<file path="src/rtl/uart_pkg.sv">
`default_nettype none
// +--------------------------------------------------------------+
// | uart_pkg : state encoding, parity constants and frame width  |
// | Rev 1.0                                                      |
// +--------------------------------------------------------------+
package uart_pkg;

  localparam int unsigned DATA_W = 8;

  localparam logic PARITY_EVEN = 1'b0;
  localparam logic PARITY_ODD  = 1'b1;

  typedef enum logic [2:0] {
    ST_IDLE   = 3'd0,
    ST_START  = 3'd1,
    ST_DATA   = 3'd2,
    ST_PARITY = 3'd3,
    ST_STOP   = 3'd4
  } rx_state_e;

  function automatic logic calc_parity(input logic [DATA_W-1:0] data, input logic ptype);
    return (^data) ^ (ptype == PARITY_ODD);
  endfunction

endpackage
`default_nettype wire

</file>
<file path="src/rtl/uart_rx_sampler.sv">
`default_nettype none
// +--------------------------------------------------------------+
// | uart_rx_sampler : per-bit clock counter, strobes, bit value  |
// | Option: UART_RX_MAJORITY_EN (2-of-3 vote)  Rev 1.0           |
// +--------------------------------------------------------------+
module uart_rx_sampler
  import uart_pkg::*;
#(
  parameter int unsigned CLKS_PER_BIT = 8
) (
  input  logic i_clk,
  input  logic i_rst,
  input  logic i_run,
  input  logic i_start,
  input  logic i_rx,
  output logic o_decision,
  output logic o_wrap,
  output logic o_bit
);

  localparam int unsigned CW = (CLKS_PER_BIT > 1) ? $clog2(CLKS_PER_BIT) : 1;
  localparam int unsigned H  = CLKS_PER_BIT / 2;
  localparam logic [CW-1:0] CNT_LAST = CW'(CLKS_PER_BIT - 1);
  localparam logic [CW-1:0] CNT_MID  = CW'(H);
  localparam logic [CW-1:0] CNT_DEC  = CW'(H + 1);
  localparam logic [CW-1:0] CNT_ONE  = CW'(1);

  logic [CW-1:0] cnt_q, cnt_d;

  always_comb begin
    cnt_d = cnt_q;
    if (i_start || !i_run) begin
      cnt_d = '0;
    end else if (cnt_q == CNT_LAST) begin
      cnt_d = '0;
    end else begin
      cnt_d = cnt_q + CNT_ONE;
    end
  end

  assign o_decision = i_run && (cnt_q == CNT_DEC);
  assign o_wrap     = i_run && (cnt_q == CNT_LAST);

`ifdef UART_RX_MAJORITY_EN
  localparam logic [CW-1:0] CNT_PRE = CW'(H - 1);

  logic vote0_q, vote0_d;
  logic vote1_q, vote1_d;

  always_comb begin
    vote0_d = vote0_q;
    vote1_d = vote1_q;
    if (i_run && (cnt_q == CNT_PRE)) vote0_d = i_rx;
    if (i_run && (cnt_q == CNT_MID)) vote1_d = i_rx;
  end

  always_ff @(posedge i_clk) begin
    if (i_rst) begin
      cnt_q   <= '0;
      vote0_q <= 1'b1;
      vote1_q <= 1'b1;
    end else begin
      cnt_q   <= cnt_d;
      vote0_q <= vote0_d;
      vote1_q <= vote1_d;
    end
  end

  // Third vote is the live sample taken at the decision count itself.
  assign o_bit = (vote0_q & vote1_q) | (vote0_q & i_rx) | (vote1_q & i_rx);
`else
  logic samp_q, samp_d;

  always_comb begin
    samp_d = samp_q;
    if (i_run && (cnt_q == CNT_MID)) samp_d = i_rx;
  end

  always_ff @(posedge i_clk) begin
    if (i_rst) begin
      cnt_q  <= '0;
      samp_q <= 1'b1;
    end else begin
      cnt_q  <= cnt_d;
      samp_q <= samp_d;
    end
  end

  assign o_bit = samp_q;
`endif

endmodule
`default_nettype wire

</file>
<file path="src/rtl/uart_rx.sv">
`default_nettype none
// +--------------------------------------------------------------+
// | uart_rx : 8-bit UART receiver, optional parity, status flags |
// | Option: UART_RX_MAJORITY_EN (sampler vote)  Rev 1.0          |
// +--------------------------------------------------------------+
module uart_rx
  import uart_pkg::*;
#(
  parameter int unsigned CLKS_PER_BIT = 8
) (
  input  logic              i_clk,
  input  logic              i_rst,
  input  logic              i_serial_data,
  input  logic              i_parity_enable,
  input  logic              i_parity_type,
  output logic [DATA_W-1:0] o_p_data,
  output logic              o_data_valid,
  output logic              o_parity_error,
  output logic              o_stop_error,
  output logic              o_busy
);

  localparam logic [2:0] LAST_BIT = 3'(DATA_W - 1);

  logic sync1_q, rx_s_q, rx_d_q;
  logic start_edge;

  rx_state_e         state_q, state_d;
  logic [2:0]        bit_cnt_q, bit_cnt_d;
  logic [DATA_W-1:0] shift_q, shift_d;
  logic              par_en_q, par_en_d;
  logic              par_odd_q, par_odd_d;
  logic              par_flag_q, par_flag_d;
  logic [DATA_W-1:0] p_data_q, p_data_d;
  logic              parity_error_q, parity_error_d;
  logic              stop_error_q, stop_error_d;
  logic              data_valid_q, data_valid_d;

  logic run, start, decision, wrap, rx_bit;

  assign start_edge = rx_d_q & ~rx_s_q;
  assign run        = (state_q != ST_IDLE);
  assign start      = (state_q == ST_IDLE) && start_edge;

  uart_rx_sampler #(
    .CLKS_PER_BIT (CLKS_PER_BIT)
  ) u_sampler (
    .i_clk      (i_clk),
    .i_rst      (i_rst),
    .i_run      (run),
    .i_start    (start),
    .i_rx       (rx_s_q),
    .o_decision (decision),
    .o_wrap     (wrap),
    .o_bit      (rx_bit)
  );

  always_comb begin
    state_d        = state_q;
    bit_cnt_d      = bit_cnt_q;
    shift_d        = shift_q;
    par_en_d       = par_en_q;
    par_odd_d      = par_odd_q;
    par_flag_d     = par_flag_q;
    p_data_d       = p_data_q;
    parity_error_d = parity_error_q;
    stop_error_d   = stop_error_q;
    data_valid_d   = 1'b0;

    case (state_q)
      ST_IDLE: begin
        if (start_edge) begin
          bit_cnt_d  = '0;
          par_en_d   = i_parity_enable;
          par_odd_d  = i_parity_type;
          par_flag_d = 1'b0;
          state_d    = ST_START;
        end
      end
      ST_START: begin
        if (decision && rx_bit) begin
          state_d = ST_IDLE;
        end else if (wrap) begin
          state_d = ST_DATA;
        end
      end
      ST_DATA: begin
        if (decision) shift_d = {rx_bit, shift_q[DATA_W-1:1]};
        if (wrap) begin
          bit_cnt_d = bit_cnt_q + 3'd1;
          if (bit_cnt_q == LAST_BIT) state_d = par_en_q ? ST_PARITY : ST_STOP;
        end
      end
      ST_PARITY: begin
        if (decision && (rx_bit != calc_parity(shift_q, par_odd_q))) par_flag_d = 1'b1;
        if (wrap) state_d = ST_STOP;
      end
      ST_STOP: begin
        // Leave at the decision point so a start edge in the second half of
        // the stop bit is still caught.
        if (decision) begin
          p_data_d       = shift_q;
          parity_error_d = par_flag_q;
          stop_error_d   = ~rx_bit;
          data_valid_d   = 1'b1;
          state_d        = ST_IDLE;
        end
      end
      default: state_d = ST_IDLE;
    endcase
  end

  always_ff @(posedge i_clk) begin
    if (i_rst) begin
      sync1_q        <= 1'b1;
      rx_s_q         <= 1'b1;
      rx_d_q         <= 1'b1;
      state_q        <= ST_IDLE;
      bit_cnt_q      <= '0;
      shift_q        <= '0;
      par_en_q       <= 1'b0;
      par_odd_q      <= 1'b0;
      par_flag_q     <= 1'b0;
      p_data_q       <= '0;
      parity_error_q <= 1'b0;
      stop_error_q   <= 1'b0;
      data_valid_q   <= 1'b0;
    end else begin
      sync1_q        <= i_serial_data;
      rx_s_q         <= sync1_q;
      rx_d_q         <= rx_s_q;
      state_q        <= state_d;
      bit_cnt_q      <= bit_cnt_d;
      shift_q        <= shift_d;
      par_en_q       <= par_en_d;
      par_odd_q      <= par_odd_d;
      par_flag_q     <= par_flag_d;
      p_data_q       <= p_data_d;
      parity_error_q <= parity_error_d;
      stop_error_q   <= stop_error_d;
      data_valid_q   <= data_valid_d;
    end
  end

  assign o_p_data       = p_data_q;
  assign o_data_valid   = data_valid_q;
  assign o_parity_error = parity_error_q;
  assign o_stop_error   = stop_error_q;
  assign o_busy         = run;

endmodule
`default_nettype wire

</file>
<file path="config.mk">
export PLATFORM = sky130hd
export DESIGN_NAME = uart_rx
export DESIGN_NICKNAME = d
export VERILOG_FILES = /design/src/rtl/uart_pkg.sv /design/src/rtl/uart_rx_sampler.sv /design/src/rtl/uart_rx.sv
export SDC_FILE = /design/constraint.sdc
export NUM_CORES = 1
export LEC_CHECK = 0
export BUFFER_PORTS_ARGS = -buffer_cell sky130_fd_sc_hd__buf_2
export CORE_MARGIN = 3
export CORE_UTILIZATION = 56
export CTS_CLUSTER_SIZE = 25
export DETAILED_ROUTE_END_ITERATION = 10
export GPL_ROUTABILITY_DRIVEN = 0
export GPL_TIMING_DRIVEN = 0
export PLACE_DENSITY = 0.76
export SKIP_LAST_GASP = 1
export SYNTH_ARGS = -nofsm -noshare
export SYNTH_HDL_FRONTEND = slang
export SYNTH_SLANG_ARGS = --single-unit
export TNS_END_PERCENT = 30
</file>
<file path="constraint.sdc">
create_clock -name i_clk -period 1.77 [get_ports i_clk]
set_input_delay 0.0885 -clock i_clk [delete_from_list [all_inputs] [get_ports i_clk]]
set_output_delay 0.0885 -clock i_clk [all_outputs]
set_load 0.02 [all_outputs]
</file>
==> results.yml <==
clocking:
  cts_tree: "done"
  cts_root_buf: "clkbuf_4"
  cts_setup_buffers: 0
  htree_levels: 2
  cts_sinks: 35
  cts_buffer_depth: 2
  clk_pin_slew_ps: 110
  clk_latency_ps: 340
  numCtsBuffers: 5
finish:
  fill_cells: 201
  finalNonFillerCells: 216
  nNetsFinal: 196
  fin_area_um2: 1760
  area_growth_pct: 13.7
  diodes: 0
  drive_above_1_share_pct: 19.9
grt:
  antenna_found_initial: 0
  grt_pass1_wl_mm: 4.89
  grtUsageTotal_pct: 18.7
  grt_pass1_vias: 1121
  grt_max_degree: 13
  grt_overflow_total: 0
logic_synthesis:
  synth-seq-cells: 35
  synthTopCellsByArea: "dfxtp_1 45%, mux2i_1 12%, nor2_1 5.3%"
  async_flop_share_pct: 0
  syn_area_per_cell_um2: 9.76
  yosysWarnings: 0
  synthTopCellsByCount: "35 x dfxtp_1, 22 x nor2_1, 18 x mux2i_1"
  synth_top_cell_area_share_pct: 45.2
  synth_most_common_cell: "dfxtp_1"
  synth_top_area_cell: "dfxtp_1"
  ys_types: 34
  syn-cell-area_um2: 1550
  ys.flop_type: "dfxtp_1"
  ys_seq_area_share_pct: 45.2
  synth-edff-count: 0
  synth_cells: 159
  synth.net_count: 170
sta:
  setup_viol: 0
  min_period_ps: 1660
  fmax_ghz: 0.603
  finalHoldViolations: 0
  slew_violations: 0
  fin_crit_sh_pct: 93.7
  slew_headroom_pct: 62.2
  max_slew.worst_pin.slew_ps: 565
  finalClockSkew_ps: 7.41
  rsz0062_at_grt: "yes"
routing:
  drtAntennaViolNets: 0
  met1_length_mm: 1.26
  drt_first_pass_iters: 4
  first_iter_violations: 47
  met2RoutedLength_mm: 1.25
  viasPerCell: 5.50
  route.vias.total: 1188
  top_layer_used: "met4"
  drt-total-wl_mm: 2.73
  wire_per_inst_um: 12.6
  drc: 0
  wl_met3_um: 182
worst_setup_path:
  regToRegStartpoint: "u_sampler.cnt_q[0]"
  crit_start: "u_sampler.cnt_q[0]"
  cp_max_fo: 8
  end_kind: "flip-flop"
  cp.arrival_ps: 1890
  timing.setup.critical_path_class: "reg -> reg"
  cp-start-kind: "flip-flop"
  cpPeakStageDelay_ps: 430
  cp_slowest_cell: "nor3_4"
  worstPathRequired_ps: 2000
  path_cells: "ha_1 -> nand3_2 -> nor3_4 -> mux2i_1 -> nor2_1"
floorplan:
  die-height_um: 58.6
  die_x_um: 58.6
  initial_core_util_pct: 61.0
  pin_count: 17
  rows: 18
  die_area_um2: 3440
  core_um2: 2540
pwr:
  p_leak_nw: 0.753
  ir_worst_vdd_mv: 0.660
  p_per_area_nw_per_um2: 731
placement:
  dp_cells: 204
  port_buffers: 15
  dpl_cell_area_um2: 1660
  hpwl_mm: 2.00
hold_path:
  hold_class: "reg -> reg"
  hold_start: "sync1_q"
flow_run:
  max_cap_violations: 0
outcome:
  status: "complete, no violations"
-- layer usage --
metal / global-route usage [%] / vias up
met3: 7.46 / 5
met4: 7.12 / 0
met5: 0 / -
li1: - / 596
met1: 24.2 / 552
met2: 28.1 / 35
-- sequential cells by signal, summed over array words and instances, names as in the netlist, 3 cells and up --
| register | flops |
|---|---|
| o_p_data | 8 |
| shift_q | 8 |
| bit_cnt_q | 3 |
| state_q | 3 |
| u_sampler.cnt_q | 3 |
-- cell usage in the layout (no fill, tap or decap), types with 2 or more instances in the layout --
master and count:
dlygate4sd3_1 4, a21oi_1 10, nand2b_1 2, nand2_1 9
clkinvlp_4 2, xnor2_1 6, nand4_1 2, buf_6 2
ha_1 5, inv_1 4, nor2_1 22, or3_1 2
nand3_1 9, o21ai_0 3, nor3b_1 2, nor3_1 4
clkbuf_4 5, and2_1 2, buf_2 16, buf_4 2
or2_2 4, mux2i_1 18, dfxtp_1 35
-- logic make-up (layout without fill, tap and decap cells) --
family          Yosys count  count (layout)  share of synthesized area, %
flops                    35              35                          45.2
fa+ha+maj                 6               6                          4.84
compound gates           16              16                          5.73
xor+xnor                  7               7                          4.84
simple gates             65              65                          22.0
mux                      18              18                          11.6
buf+inv                  12              39                          5.81
-- critical path: cells and delay by family (launching register included) --
family                   cells  cell delay, ps
flip-flops                   1             400
AND/OR/NAND/NOR              3             610
adder cells (fa/ha/maj)      1             280
multiplexers                 1             260
-- final timing paths --
path,end,slack [ps],depth (start not counted)
max,shift_q[0],110,5
min,rx_s_q,410,1
min reg2reg,rx_s_q,410,1
max reg2reg,shift_q[0],110,5
-- power by group --
| group | total (W) | leakage, nW | switching (W) | internal, W |
|---|---|---|---|---|
| registers | 0.000798 | 0.283 | 0.00000488 | 0.000793 |
| logic | 0.0000611 | 0.443 | 0.0000334 | 0.0000278 |
| clock network | 0.000430 | 0.0272 | 0.000278 | 0.000151 |
-- per-stage QoR --
step                      setup slack (ps)  utilization [%]  total power [W]  TNS [ps]  hold WS [ps]
after floorplan                        330                -         0.000855         0           192
after global placement                 165             65.4         0.000869         0           272
after detailed placement               151             65.4         0.000870         0           274
after CTS                              118             69.2          0.00130         0           410
after global routing                 -5.51             69.3          0.00135     -5.51           445
final                                  112             69.3          0.00129         0           410
-- final cells by class --
| type | instances | area [um2] | share of cell area [%] |
|---|---|---|---|
| inverters | 4 | 15.0 | 0.851 |
| well taps | 30 | 37.5 | 2.13 |
| multi-input cells | 112 | 763 | 43.3 |
| plain buffers | 8 | 75.1 | 4.26 |
| flip-flops and latches | 35 | 701 | 39.7 |
| clock inverters | 3 | 20.0 | 1.13 |
| repair buffers | 19 | 115 | 6.52 |
| clock buffers | 5 | 37.5 | 2.13 |
-- what timing repair did --
item	in CTS	in global routing
resized for setup	0	1
endpoints found under the setup margin	0	2
hold buffers	4	0
endpoints found under the hold margin	4	0
Power figures use the tool's default switching activity.
